$ cat src/rtl/fifo_wr_arbiter_pkg.sv
// Shared types and width helpers for the async-FIFO write-port arbiter.
// Used by fifo_wr_arbiter, rr_pick and fifo_wr_arbiter_if.
package fifo_arb_pkg;

  typedef enum logic [0:0] {
    ARB_IDLE  = 1'b0,
    ARB_GRANT = 1'b1
  } arb_state_e;

  localparam int DEFAULT_BURST_LEN = 4;

  // Index width that stays legal for a single requester.
  function automatic int idx_w(input int n);
    return (n > 1) ? $clog2(n) : 1;
  endfunction

  // Beat counter width: one spare bit above the burst index range.
  function automatic int beat_w(input int b);
    return $clog2(b) + 1;
  endfunction

endpackage

$ cat src/rtl/fifo_wr_arbiter_if.sv
// Requester / FIFO write-side bundle shared by the arbiter and its neighbours.
// The master view belongs to the arbiter, the slave view to the producers and FIFO.
interface fifo_wr_arbiter_if
  import fifo_arb_pkg::*;
#(
  parameter int NREQ  = 4,
  parameter int DSIZE = 8
);
  localparam int IDX_W = idx_w(NREQ);

  logic [NREQ-1:0]       req;
  logic [NREQ*DSIZE-1:0] req_data;
  logic                  full;
  logic [NREQ-1:0]       grant;
  logic [IDX_W-1:0]      owner_id;
  logic                  winc;
  logic [DSIZE-1:0]      wdata;
  logic                  busy;

  modport master (
    input  req, req_data, full,
    output grant, owner_id, winc, wdata, busy
  );

  modport slave (
    output req, req_data, full,
    input  grant, owner_id, winc, wdata, busy
  );

endinterface

$ cat src/rtl/fifo_wr_arbiter_rr_pick.sv
// Combinational round-robin picker: first set request searching upward
// from rr_ptr+1, wrapping modulo NREQ.
module rr_pick
  import fifo_arb_pkg::*;
#(
  parameter int NREQ = 4,
  localparam int IDX_W = idx_w(NREQ)
) (
  input  logic [NREQ-1:0]  req,
  input  logic [IDX_W-1:0] rr_ptr,
  output logic [NREQ-1:0]  onehot,
  output logic [IDX_W-1:0] idx,
  output logic             found
);

  logic [IDX_W-1:0] cand [NREQ];
  logic [NREQ-1:0]  rot;

  // rot[k] is the request k+1 places past the pointer; wrap without a divider.
  genvar gi;
  generate
    for (gi = 0; gi < NREQ; gi++) begin : g_rot
      logic [IDX_W:0] sum;
      assign sum      = {1'b0, rr_ptr} + (IDX_W+1)'(gi + 1);
      assign cand[gi] = (sum >= (IDX_W+1)'(NREQ)) ? IDX_W'(sum - (IDX_W+1)'(NREQ))
                                                  : sum[IDX_W-1:0];
      assign rot[gi]  = req[cand[gi]];
    end
  endgenerate

  always_comb begin
    onehot = '0;
    idx    = '0;
    found  = 1'b0;
    for (int k = 0; k < NREQ; k++) begin
      if (!found && rot[k]) begin
        found = 1'b1;
        idx   = cand[k];
      end
    end
    if (found) onehot[idx] = 1'b1;
  end

endmodule

$ cat src/rtl/fifo_wr_arbiter.sv
// Round-robin, burst-locked arbiter for the async FIFO write port.
// Define FIFO_WR_ARB_STATS_EN to add saturating word/stall counters.
module fifo_wr_arbiter
  import fifo_arb_pkg::*;
#(
  parameter int NREQ      = 4,
  parameter int DSIZE     = 8,
  parameter int BURST_LEN = DEFAULT_BURST_LEN
`ifdef FIFO_WR_ARB_STATS_EN
  , parameter int CNT_W   = 16
`endif
) (
  input  logic write_clk,
  input  logic wrst_n,
  fifo_wr_arbiter_if.master bus
`ifdef FIFO_WR_ARB_STATS_EN
  , output logic [NREQ*CNT_W-1:0] word_cnt
  , output logic [CNT_W-1:0]      stall_cnt
`endif
);

  localparam int IDX_W  = idx_w(NREQ);
  localparam int BEAT_W = beat_w(BURST_LEN);

  arb_state_e        state_reg, state_next;
  logic [NREQ-1:0]   grant_reg, grant_next;
  logic [IDX_W-1:0]  owner_reg, owner_next;
  logic [IDX_W-1:0]  rr_ptr_reg, rr_ptr_next;
  logic [BEAT_W-1:0] beat_cnt_reg, beat_cnt_next;

  logic              owner_req;
  logic              accept;
  logic              last_beat;
  logic [NREQ-1:0]   pick_onehot;
  logic [IDX_W-1:0]  pick_idx;
  logic              pick_found;

  rr_pick #(.NREQ(NREQ)) u_rr_pick (
    .req    (bus.req),
    .rr_ptr (rr_ptr_reg),
    .onehot (pick_onehot),
    .idx    (pick_idx),
    .found  (pick_found)
  );

  assign owner_req = bus.req[owner_reg];
  assign accept    = (state_reg == ARB_GRANT) && owner_req && !bus.full;
  assign last_beat = (beat_cnt_reg == BEAT_W'(BURST_LEN - 1));

  always_ff @(posedge write_clk) begin
    if (!wrst_n) begin
      state_reg    <= ARB_IDLE;
      grant_reg    <= '0;
      owner_reg    <= '0;
      rr_ptr_reg   <= IDX_W'(NREQ - 1);
      beat_cnt_reg <= '0;
    end else begin
      state_reg    <= state_next;
      grant_reg    <= grant_next;
      owner_reg    <= owner_next;
      rr_ptr_reg   <= rr_ptr_next;
      beat_cnt_reg <= beat_cnt_next;
    end
  end

  // Every release passes through IDLE, giving the one-cycle bubble between grants.
  always_comb begin
    state_next    = state_reg;
    grant_next    = grant_reg;
    owner_next    = owner_reg;
    rr_ptr_next   = rr_ptr_reg;
    beat_cnt_next = beat_cnt_reg;
    unique case (state_reg)
      ARB_IDLE: begin
        if (pick_found) begin
          state_next    = ARB_GRANT;
          grant_next    = pick_onehot;
          owner_next    = pick_idx;
          rr_ptr_next   = pick_idx;
          beat_cnt_next = '0;
        end
      end
      ARB_GRANT: begin
        if (!owner_req || (accept && last_beat)) begin
          state_next    = ARB_IDLE;
          grant_next    = '0;
          owner_next    = '0;
          beat_cnt_next = '0;
        end else if (accept) begin
          beat_cnt_next = beat_cnt_reg + 1'b1;
        end
      end
      default: begin
        state_next = ARB_IDLE;
      end
    endcase
  end

  assign bus.grant    = grant_reg;
  assign bus.owner_id = owner_reg;
  assign bus.busy     = (state_reg == ARB_GRANT);
  assign bus.winc     = accept;
  assign bus.wdata    = (state_reg == ARB_GRANT) ? bus.req_data[owner_reg*DSIZE +: DSIZE]
                                                 : '0;

`ifdef FIFO_WR_ARB_STATS_EN
  logic [CNT_W-1:0] word_cnt_reg [NREQ];
  logic [CNT_W-1:0] stall_cnt_reg;

  genvar gi;
  generate
    for (gi = 0; gi < NREQ; gi++) begin : g_word_cnt
      always_ff @(posedge write_clk) begin
        if (!wrst_n)
          word_cnt_reg[gi] <= '0;
        else if (accept && (owner_reg == IDX_W'(gi)) && (word_cnt_reg[gi] != '1))
          word_cnt_reg[gi] <= word_cnt_reg[gi] + 1'b1;
      end
      assign word_cnt[gi*CNT_W +: CNT_W] = word_cnt_reg[gi];
    end
  endgenerate

  always_ff @(posedge write_clk) begin
    if (!wrst_n)
      stall_cnt_reg <= '0;
    else if ((state_reg == ARB_GRANT) && owner_req && bus.full && (stall_cnt_reg != '1))
      stall_cnt_reg <= stall_cnt_reg + 1'b1;
  end
  assign stall_cnt = stall_cnt_reg;
`endif

endmodule

$ cat src/flat_wrapper.sv
// flat-port wrapper written by rule: the top's interface ports become plain ports
module fifo_wr_arbiter_flat import fifo_arb_pkg::*;
#(
  parameter int NREQ      = 4,
  parameter int DSIZE     = 8,
  parameter int BURST_LEN = DEFAULT_BURST_LEN

)
  (write_clk, wrst_n, bus_req, bus_req_data, bus_full, bus_grant, bus_owner_id, bus_winc, bus_wdata, bus_busy);
  fifo_wr_arbiter_if #(.NREQ(NREQ), .DSIZE(DSIZE)) bus_i ();
  input  logic write_clk;
  input  logic wrst_n;
  input wire logic [$bits(bus_i.req)-1:0] bus_req;
  input wire logic [$bits(bus_i.req_data)-1:0] bus_req_data;
  input wire logic [$bits(bus_i.full)-1:0] bus_full;
  output wire logic [$bits(bus_i.grant)-1:0] bus_grant;
  output wire logic [$bits(bus_i.owner_id)-1:0] bus_owner_id;
  output wire logic [$bits(bus_i.winc)-1:0] bus_winc;
  output wire logic [$bits(bus_i.wdata)-1:0] bus_wdata;
  output wire logic [$bits(bus_i.busy)-1:0] bus_busy;
  assign bus_i.req = bus_req;
  assign bus_i.req_data = bus_req_data;
  assign bus_i.full = bus_full;
  assign bus_grant = bus_i.grant;
  assign bus_owner_id = bus_i.owner_id;
  assign bus_winc = bus_i.winc;
  assign bus_wdata = bus_i.wdata;
  assign bus_busy = bus_i.busy;
  fifo_wr_arbiter #(.NREQ(NREQ), .DSIZE(DSIZE), .BURST_LEN(BURST_LEN)) u_core (.write_clk(write_clk), .wrst_n(wrst_n), .bus(bus_i));
endmodule
$ cat config.mk
export PLATFORM = sky130hd
export DESIGN_NAME = fifo_wr_arbiter_flat
export DESIGN_NICKNAME = d
export VERILOG_FILES = /design/src/rtl/fifo_wr_arbiter_pkg.sv /design/src/rtl/fifo_wr_arbiter_if.sv /design/src/rtl/fifo_wr_arbiter_rr_pick.sv /design/src/rtl/fifo_wr_arbiter.sv /design/src/flat_wrapper.sv
export SDC_FILE = /design/constraint.sdc
export NUM_CORES = 1
export LEC_CHECK = 0
export BUFFER_PORTS_ARGS = -buffer_cell sky130_fd_sc_hd__buf_2
export CORE_ASPECT_RATIO = 1.5
export CORE_MARGIN = 2
export CORE_UTILIZATION = 42
export CTS_BUF_LIST = sky130_fd_sc_hd__clkbuf_16
export CTS_CLUSTER_SIZE = 12
export DETAILED_ROUTE_END_ITERATION = 7
export PLACE_DENSITY = 0.89
export SLEW_MARGIN = 20
export SYNTH_ARGS = -nofsm -noshare
export SYNTH_HDL_FRONTEND = slang
export SYNTH_SLANG_ARGS = --single-unit
$ cat constraint.sdc
create_clock -name write_clk -period 1.9 [get_ports write_clk]
set_input_delay 0.285 -clock write_clk [delete_from_list [all_inputs] [get_ports write_clk]]
set_output_delay 0.285 -clock write_clk [all_outputs]
set_load 0.01 [all_outputs]
==> results.ini, run 1 <==
[synth]
synth_top_area_share_pct=26.7
synth_edf_count=0
yosysTopAreaCell=dfxtp_1
synth_fp_nets=123
syn_inst=82
ys_seq_elements=12
seq_area_frac_synth_pct=26.7
synth.distinct_cells=38
synthFlopType=dfxtp_1
syn-cell-area_um2=900
synthTopCellsByArea=dfxtp_1 (27%), mux4_2 (13%), mux4_1 (12%), and2_1 (6.3%), ha_1 (2.8%)
syn_avg_cell_area_um2=11.0
yosys_warnings=0
synthArstFlopShare_pct=0

[placed_design]
portBuffers=54
hpwl_mm=2.09
pre_cts_ws_ns=0.143
place_congestion=0.860

[sta]
rsz0062_at_grt=true
skew_ns=0.000523
post-route-period-util_pct=101
hold_viol_final=0
clock.fmax_mhz=521
drv_slew=0
setup_viol=1
maxSlewHeadroom_pct=79.1
setup_ws_ns=-0.0212
worst_pin_slew_ns=0.312
fin_crit_ns=1.92

[grt]
antenna_found_initial=0
grt_max_degree=15
grt_pass1_vias=953
met1_usage_pct=21.2
busiest_layer=met2
grt_util_met3_pct=8.04
grt_first_pass_wirelength_mm=4.28
grtUsageTotal_pct=22.7
grt_overflow_total=0
met2_usage_pct=43.5

[die]
io_pins=55
die_h_um=60.7
die_x_um=41.8
die-area_mm2=0.00254
core_mm2=0.00203
initial_core_util_pct=44.4
rows=20

[worst_setup_path]
critPathRequiredTime_ns=1.62
end_kind=output port
worstPathMaxFanout=3
start_kind=register
rrSetupSlack_ns=0.12
critPathKind=register to output port
arrival_ns=1.64

[clock_network]
cts_sinks=12
hold_buffers=0
clockRootBuffer=clkbuf_16
clock_path_buffers=2
path_clk_slew_ns=0.04
htree_num_levels=1
cts_tree=yes
cts_buffers=3
clkLatencyLatePin_ns=0.24

[final_layout]
diodes=0
final_nets=185
register_area_um2=244
layout-drive-gt1-share_pct=55.2
multi_input_area_um2=618
largest_register_ffs=4
syn2layout_area_growth_pct=46.7
fillers=188

[routing]
drc_errors=0
drt_wl_total_mm=2.65
viasPerCell=5.68
ant_nets=0
drtIter0Drc=15
dr.pass1.iters=4
wl_per_cell_um=16.0
vias=938

[min_path]
min_path_type=primary input to register

[power]
peakVddDrop_uv=579
power.total_uw=994
p_per_area_mw_per_mm2=753
p_leak_nw=0.645

[flow_run]
drv_cap=0

[status]
status=finished, violations left
violations=negative setup slack

[Yosys cell counts (2+ instances only)]
cell type / number
a22o_1: 2
clkbuf_1: 2
a21oi_1: 2
mux4_2: 5
inv_1: 4
and3_1: 2
o21ai_0: 2
nor2b_1: 2
a32o_1: 2
nand2_1: 3
ha_1: 2
mux4_1: 4
dfxtp_1: 12
nor2_1: 6
and2_1: 9
[cell usage in the layout (no fill, tap or decap), drive strengths merged, types with 2 or more instances in the layout]
master,synthesis,layout
inv,4,4
clkbuf,3,3
o21a,2,2
o311ai,2,2
dfxtp,12,12
a32o,2,2
nor2b,2,2
mux4,9,9
and2,9,9
buf,1,61
o21ai,3,3
ha,2,2
nor2,6,6
a21oi,2,2
and3,2,2
a22o,2,2
nand2,3,3
[per-layer routing]
| metal | wire [um] | part of all wire, % | up-vias |
|---|---|---|---|
| met5 | 0 | 0 | - |
| li1 | - | - | 445 |
| met4 | 56 | 2.1 | 0 |
| met2 | 1390 | 53 | 52 |
| met1 | 900 | 34 | 436 |
| met3 | 300 | 11 | 5 |
[layout make-up]
class	instances	area share, %
Clock inverter	1	0.284
Multi-Input combinational cell	62	46.8
Sequential cell	12	18.5
Timing Repair Buffer	61	25.5
Tap cell	22	2.09
Clock buffer	3	5.69
Inverter	4	1.14
[final timing paths]
kind                                                           from                                 to  cells after the start
worst min register to register     u_core.bus.grant[3]$_SDFFE_PN0P_   u_core.bus.grant[3]$_SDFFE_PN0P_                      2
worst max register to register  u_core.bus.owner_id[0]$_SDFFE_PN0P_   u_core.bus.grant[2]$_SDFFE_PN0P_                      5
worst max-delay path            u_core.bus.owner_id[0]$_SDFFE_PN0P_                           bus_winc                      4
worst min-delay path                                         wrst_n  u_core.rr_ptr_reg[0]$_SDFFE_PN1P_                      2
[worst max-delay path: stages, from the launching register on]
cell and delay, ns:
dfxtp_4 0.36, mux4_2 0.55, a22oi_4 0.16, and3_4 0.22, buf_6 0.10
[kinds of logic (layout without fill, tap and decap cells)]
group / after synthesis / in the layout / synth area share [%]
AO/OA/AOI/OAI: 22 / 22 / 21.7
XOR/XNOR: 1 / 1 / 0.974
adder cells (fa/ha/maj): 2 / 2 / 2.78
buffers and inverters: 8 / 69 / 4.31
flip-flops: 12 / 12 / 26.7
multiplexers: 10 / 10 / 25.3
AND/OR/NAND/NOR: 27 / 27 / 18.2
[timing repair]
item	CTS	global route
gates resized for setup	8	0
endpoints found under the setup margin	9	3
pin swaps	1	0
buffers inserted	1	0
[report_power, final]
| group | internal (mW) | switching [mW] |
|---|---|---|
| logic | 0.171 | 0.138 |
| clock network | 0.277 | 0.113 |
| registers | 0.275 | 0.0206 |
| total | 0.723 | 0.271 |
[stage by stage]
step | cells | cell area, um^2 | hold slack, ns | setup TNS (ns) | util (%)
2_1_floorplan | 82 | 900 | 0.471 | 0 | -
3_3_place_gp | 160 | 1220 | 0.451 | 0 | 60.1
3_5_place_dp | 160 | 1220 | 0.454 | 0 | 60.1
4_1_cts | 165 | 1320 | 0.309 | -0.00547 | 65.1
5_1_grt | 165 | 1320 | 0.324 | -0.108 | 65.1
6_report | 165 | 1320 | 0.316 | -0.0212 | 65.1
Note: power is estimated with default switching activity, not from simulation.
==> run 2, diff against run 1 <==
--- a/config.mk
+++ b/config.mk
@@ -9,10 +9,10 @@
 export CORE_ASPECT_RATIO = 1.5
 export CORE_MARGIN = 2
 export CORE_UTILIZATION = 42
-export CTS_BUF_LIST = sky130_fd_sc_hd__clkbuf_16
 export CTS_CLUSTER_SIZE = 12
 export DETAILED_ROUTE_END_ITERATION = 7
 export PLACE_DENSITY = 0.89
+export SKIP_LAST_GASP = 1
 export SLEW_MARGIN = 20
 export SYNTH_ARGS = -nofsm -noshare
 export SYNTH_HDL_FRONTEND = slang
==> results.ini, run 2 (same netlist as run 1, synthesis figures left out) <==
[power]
p_per_area_mw_per_mm2=632  ; -16%
peakVddDrop_uv=548  ; -5.2%
power.total_uw=807  ; -19%
p_leak_nw=0.628  ; -2.7%

[die]
die_h_um=60.7  ; unchanged
core_mm2=0.00203  ; unchanged
rows=20  ; unchanged
die-area_mm2=0.00254  ; unchanged
initial_core_util_pct=44.4  ; unchanged
io_pins=55  ; unchanged
die_x_um=41.8  ; unchanged

[clock_network]
htree_num_levels=1  ; unchanged
clock_path_buffers=2  ; unchanged
path_clk_slew_ns=0.08  ; +0.04 ns
clkLatencyLatePin_ns=0.27  ; +0.03 ns
hold_buffers=0  ; unchanged
clockRootBuffer=clkbuf_4
cts_tree=yes
cts_buffers=3  ; unchanged
cts_sinks=12  ; unchanged

[grt]
grt_max_degree=15  ; unchanged
grtUsageTotal_pct=22.1  ; -0.64 points
grt_overflow_total=0  ; unchanged
grt_pass1_vias=952  ; -0.10%
grt_first_pass_wirelength_mm=4.26  ; -0.49%
antenna_found_initial=0  ; unchanged

[sta]
clock.fmax_mhz=509  ; -2.2%
worst_pin_slew_ns=0.312  ; +0.000159 ns
skew_ns=0.00158  ; +0.00106 ns
setup_ws_ns=-0.0641  ; -0.0430 ns
maxSlewHeadroom_pct=79.0  ; about the same
hold-worst-slack_ns=0.275  ; -0.0408 ns
hold_viol_final=0  ; unchanged
drv_slew=0  ; unchanged
post-route-period-util_pct=103  ; +2.3 points
rsz0062_at_grt=true
setup_viol=3  ; +2
fin_crit_ns=1.96  ; +0.0430 ns

[routing]
drtIter0Drc=7  ; -8
ant_nets=0  ; unchanged
dr.pass1.iters=5  ; +1
drt_wl_total_mm=2.65  ; +0.19%
vias=952  ; +1.5%
drc_errors=0  ; unchanged
viasPerCell=5.77  ; +1.5%
wl_per_cell_um=16.1  ; +0.19%

[final_layout]
final_nets=185  ; unchanged
utilization_pct=63.0  ; -2.1 points
layout-drive-gt1-share_pct=55.9  ; +0.70 points
layout_commonest_cell=buf_2
multi_input_area_um2=618  ; unchanged
largest_register_ffs=4  ; unchanged
register_area_um2=244  ; unchanged
syn2layout_area_growth_pct=42.0
final_cell_mix=buf_2 (53), dfxtp_1 (11), and2_1 (9)
diodes=0  ; unchanged
fillers=197  ; +4.8%

[placed_design]
hpwl_mm=2.09  ; unchanged
pre_cts_ws_ns=0.143  ; unchanged
portBuffers=54  ; unchanged
place_congestion=0.860  ; unchanged

[status]
violations=negative setup slack
status=finished, violations left

[flow_run]
drv_cap=0  ; unchanged

[worst_setup_path]
start_kind=register
slowest_delay_ns=0.55  ; about the same
slowest_stage=mux4_2
critPathRequiredTime_ns=1.62  ; about the same
path_cells=mux4_2 -> a22oi_4 -> and3_4 -> buf_6
critPathKind=register to output port
end_kind=output port
worstPathMaxFanout=3  ; unchanged
arrival_ns=1.68  ; +0.04 ns

[min_path]
min_path_type=primary input to register

run 2: worst max-delay path, delay by kind of cell, from the launching register on:
family / cells / cell delay, ns
multiplexers: 1 / 0.55
flip-flops: 1 / 0.37
AND/OR/NAND/NOR: 1 / 0.22
AO/OA/AOI/OAI: 1 / 0.16
buffers and inverters: 1 / 0.10
run 2: worst paths after layout:
check	start	end	slack, ns	depth (start not counted)
setup / recovery	u_core.bus.owner_id[0]$_SDFFE_PN0P_	bus_winc	-0.06	4
hold / removal	wrst_n	u_core.rr_ptr_reg[0]$_SDFFE_PN1P_	0.27	2
setup reg to reg	u_core.bus.owner_id[0]$_SDFFE_PN0P_	u_core.bus.grant[2]$_SDFFE_PN0P_	0.11	5
hold reg to reg	u_core.bus.grant[3]$_SDFFE_PN0P_	u_core.bus.grant[3]$_SDFFE_PN0P_	0.46	2
run 2: metrics by stage:
stage | setup TNS (ns) | cells | area (um^2)
6_report | -0.0739 | 165 | 1280
4_1_cts | -0.104 | 165 | 1280
3_3_place_gp | 0 | 160 | 1220
3_5_place_dp | 0 | 160 | 1220
5_1_grt | -0.396 | 165 | 1280
2_1_floorplan | 0 | 82 | 900
run 2: metal layers:
layer / wire length [um] / vias up / track usage, %
met2: 1420 / 57 / 44.0
met3: 297 / 6 / 6.25
met5: 0 / - / 0
li1: - / 445 / -
met1: 899 / 444 / 21.3
met4: 38 / 0 / 8.29
run 2: cell type report:
| class | count | share of cell area, % |
|---|---|---|
| Sequential cell | 12 | 19.1 |
| Tap cell | 22 | 2.15 |
| Clock buffer | 4 | 2.84 |
| Multi-Input combinational cell | 62 | 48.4 |
| Inverter | 4 | 1.18 |
| Timing Repair Buffer | 61 | 26.3 |
run 2: power by group:
group | leakage (nW) | total [mW] | switching, mW | internal (mW)
Combinational | 0.508 | 0.309 | 0.138 | 0.171
Sequential | 0.0992 | 0.294 | 0.0207 | 0.274
Clock | 0.0210 | 0.204 | 0.0876 | 0.116
Total | 0.628 | 0.807 | 0.247 | 0.561
run 2: repair_timing:
item                                    CTS  global route
buffers inserted                          1             0
hold endpoints to repair                  0             0
pin swaps                                 1             0
endpoints found under the setup margin    9             9
gates resized for setup                   8             0
==> run 3, diff against run 2 <==
--- a/config.mk
+++ b/config.mk
@@ -12,6 +12,7 @@
 export CTS_CLUSTER_SIZE = 12
 export DETAILED_ROUTE_END_ITERATION = 7
 export PLACE_DENSITY = 0.89
+export REMOVE_ABC_BUFFERS = 1
 export SKIP_LAST_GASP = 1
 export SLEW_MARGIN = 20
 export SYNTH_ARGS = -nofsm -noshare
==> results.ini, run 3 (same netlist as run 1, synthesis figures left out) <==
[status]
status=finished, violations left
violations=negative setup slack

[die]
rows=20  ; unchanged
die_x_um=41.8  ; unchanged
initial_core_util_pct=44.4  ; unchanged
die_h_um=60.7  ; unchanged
core_mm2=0.00203  ; unchanged
die-area_mm2=0.00254  ; unchanged
io_pins=55  ; unchanged

[clock_network]
cts_tree=yes
cts_buffers=3  ; unchanged
hold_buffers=0  ; unchanged
clkLatencyLatePin_ns=0.28  ; about the same
path_clk_slew_ns=0.08  ; about the same
clockRootBuffer=clkbuf_4
htree_num_levels=1  ; unchanged
clock_path_buffers=2  ; unchanged
cts_sinks=12  ; unchanged

[power]
p_sw_share_pct=30.6  ; +0.043 points
p_sw_uw=248  ; +0.44%
p_leak_nw=0.640  ; +1.9%
peakVddDrop_uv=358  ; -35%
p_int_uw=562  ; +0.24%
power_frac_comb_pct=38.0  ; -0.3 points
power.total_uw=810  ; +0.30%
p_per_area_mw_per_mm2=626  ; -0.87%
power_frac_seq_pct=36.2  ; -0.3 points
clkPwrFrac_pct=25.8  ; +0.5 points

[routing]
vias=950  ; -0.21%
ant_nets=0  ; unchanged
drtIter0Drc=9  ; +2
viasPerCell=5.72  ; -0.81%
drc_errors=0  ; unchanged
wl_per_cell_um=14.7  ; -8.4%
dr.pass1.iters=3  ; -2
drt_wl_total_mm=2.45  ; -7.8%

[placed_design]
placed_area_mm2=0.00122  ; unchanged
place_congestion=0.812  ; -5.6%
pre_cts_ws_ns=0.162  ; +0.0189 ns
portBuffers=54  ; unchanged
hpwl_mm=2.01  ; -3.7%

[final_layout]
syn2layout_area_growth_pct=43.7
layout_commonest_cell=buf_2
fillers=178  ; -9.6%
design_area_mm2=0.00129  ; +1.2%
final_nets=186  ; +0.54%
diodes=0  ; unchanged
final_cell_mix=buf_2 (53), dfxtp_1 (11), and2_1 (9)
layout-drive-gt1-share_pct=54.9  ; -1.1 points
largest_register_ffs=4  ; unchanged

[grt]
grt_max_degree=16  ; +1
grt_overflow_total=0  ; unchanged
grt_first_pass_wirelength_mm=3.73  ; -12%
grt_pass1_vias=902  ; -5.3%
antenna_found_initial=0  ; unchanged
grtUsageTotal_pct=19.3  ; -2.8 points

[sta]
skew_ns=0.00242  ; +0.000839 ns
fin_crit_ns=1.95  ; -0.0159 ns
setup_ws_ns=-0.0483  ; +0.0159 ns
maxSlewHeadroom_pct=78.3  ; -0.75 points
post-route-period-util_pct=103  ; -0.83 points
hold-worst-slack_ns=0.277  ; +0.00262 ns
clock.fmax_mhz=513  ; +0.81%
rsz0062_at_grt=true
hold_viol_final=0  ; unchanged
worst_pin_slew_ns=0.321  ; +0.00953 ns
drv_slew=0  ; unchanged
setup_viol=5  ; +2

[flow_run]
drv_cap=0  ; unchanged

[worst_setup_path]
end_kind=output port
critPathRequiredTime_ns=1.62  ; about the same
worstPathMaxFanout=3  ; unchanged
critPathKind=register to output port
start_kind=register
arrival_ns=1.66  ; -0.02 ns

[min_path]
min_path_type=primary input to register

-- run 3: power groups by stage --
stage | clock [mW] | combinational (mW) | sequential [mW]
CTS | 0.216 | 0.310 | 0.293
detailed placement | 0 | 0.291 | 0.298
global placement | 0 | 0.282 | 0.297
finish | 0.209 | 0.308 | 0.293
global route | 0.225 | 0.331 | 0.298
floorplan | 0 | 0.146 | 0.316
-- run 3: final timing paths --
kind                                            start                                 to  slack, ns  cells past startpoint
setup / recovery  u_core.bus.owner_id[0]$_SDFFE_PN0P_                           bus_winc      -0.05                      4
setup reg to reg  u_core.bus.owner_id[0]$_SDFFE_PN0P_   u_core.bus.grant[2]$_SDFFE_PN0P_       0.12                      5
hold / removal                                 wrst_n  u_core.rr_ptr_reg[0]$_SDFFE_PN1P_       0.28                      2
hold reg to reg      u_core.bus.grant[3]$_SDFFE_PN0P_   u_core.bus.grant[3]$_SDFFE_PN0P_       0.47                      2
-- run 3: what timing repair did --
action | 4_1_cts | 5_1_grt
pin swaps | 1 | 0
buffers inserted | 2 | 0
setup endpoints to repair | 9 | 9
resized for setup | 6 | 0
-- run 3: worst max-delay path, cell delays in order, from the launching register on --
cell     delay [ns]
dfxtp_4        0.37
mux4_2         0.55
a22oi_4        0.16
and3_4         0.21
buf_6          0.10
-- run 3: layout make-up --
cell class              instances  area (um^2)  area share [%]
repair buffers                 62          344            26.6
inverters                       4         15.0            1.16
clock buffers                   4         36.3            2.81
well taps                      22         27.5            2.13
multi-input cells              62          626            48.4
flip-flops and latches         12          244            18.9
-- run 3: metal layers --
layer,global-route usage (%),wire (um),vias up
li1,-,-,451
met1,16.1,813,441
met2,39.3,1310,52
met3,7.44,281,6
met4,8.76,40,0
met5,0,0,-
-- run 3: metrics by stage --
step | TNS (ns) | instances | utilization, %
2_1_floorplan | -0.364 | 78 | -
3_3_place_gp | 0 | 160 | 60.1
3_5_place_dp | 0 | 160 | 60.1
4_1_cts | -0.185 | 166 | 63.8
5_1_grt | -0.524 | 166 | 63.8
6_report | -0.107 | 166 | 63.8
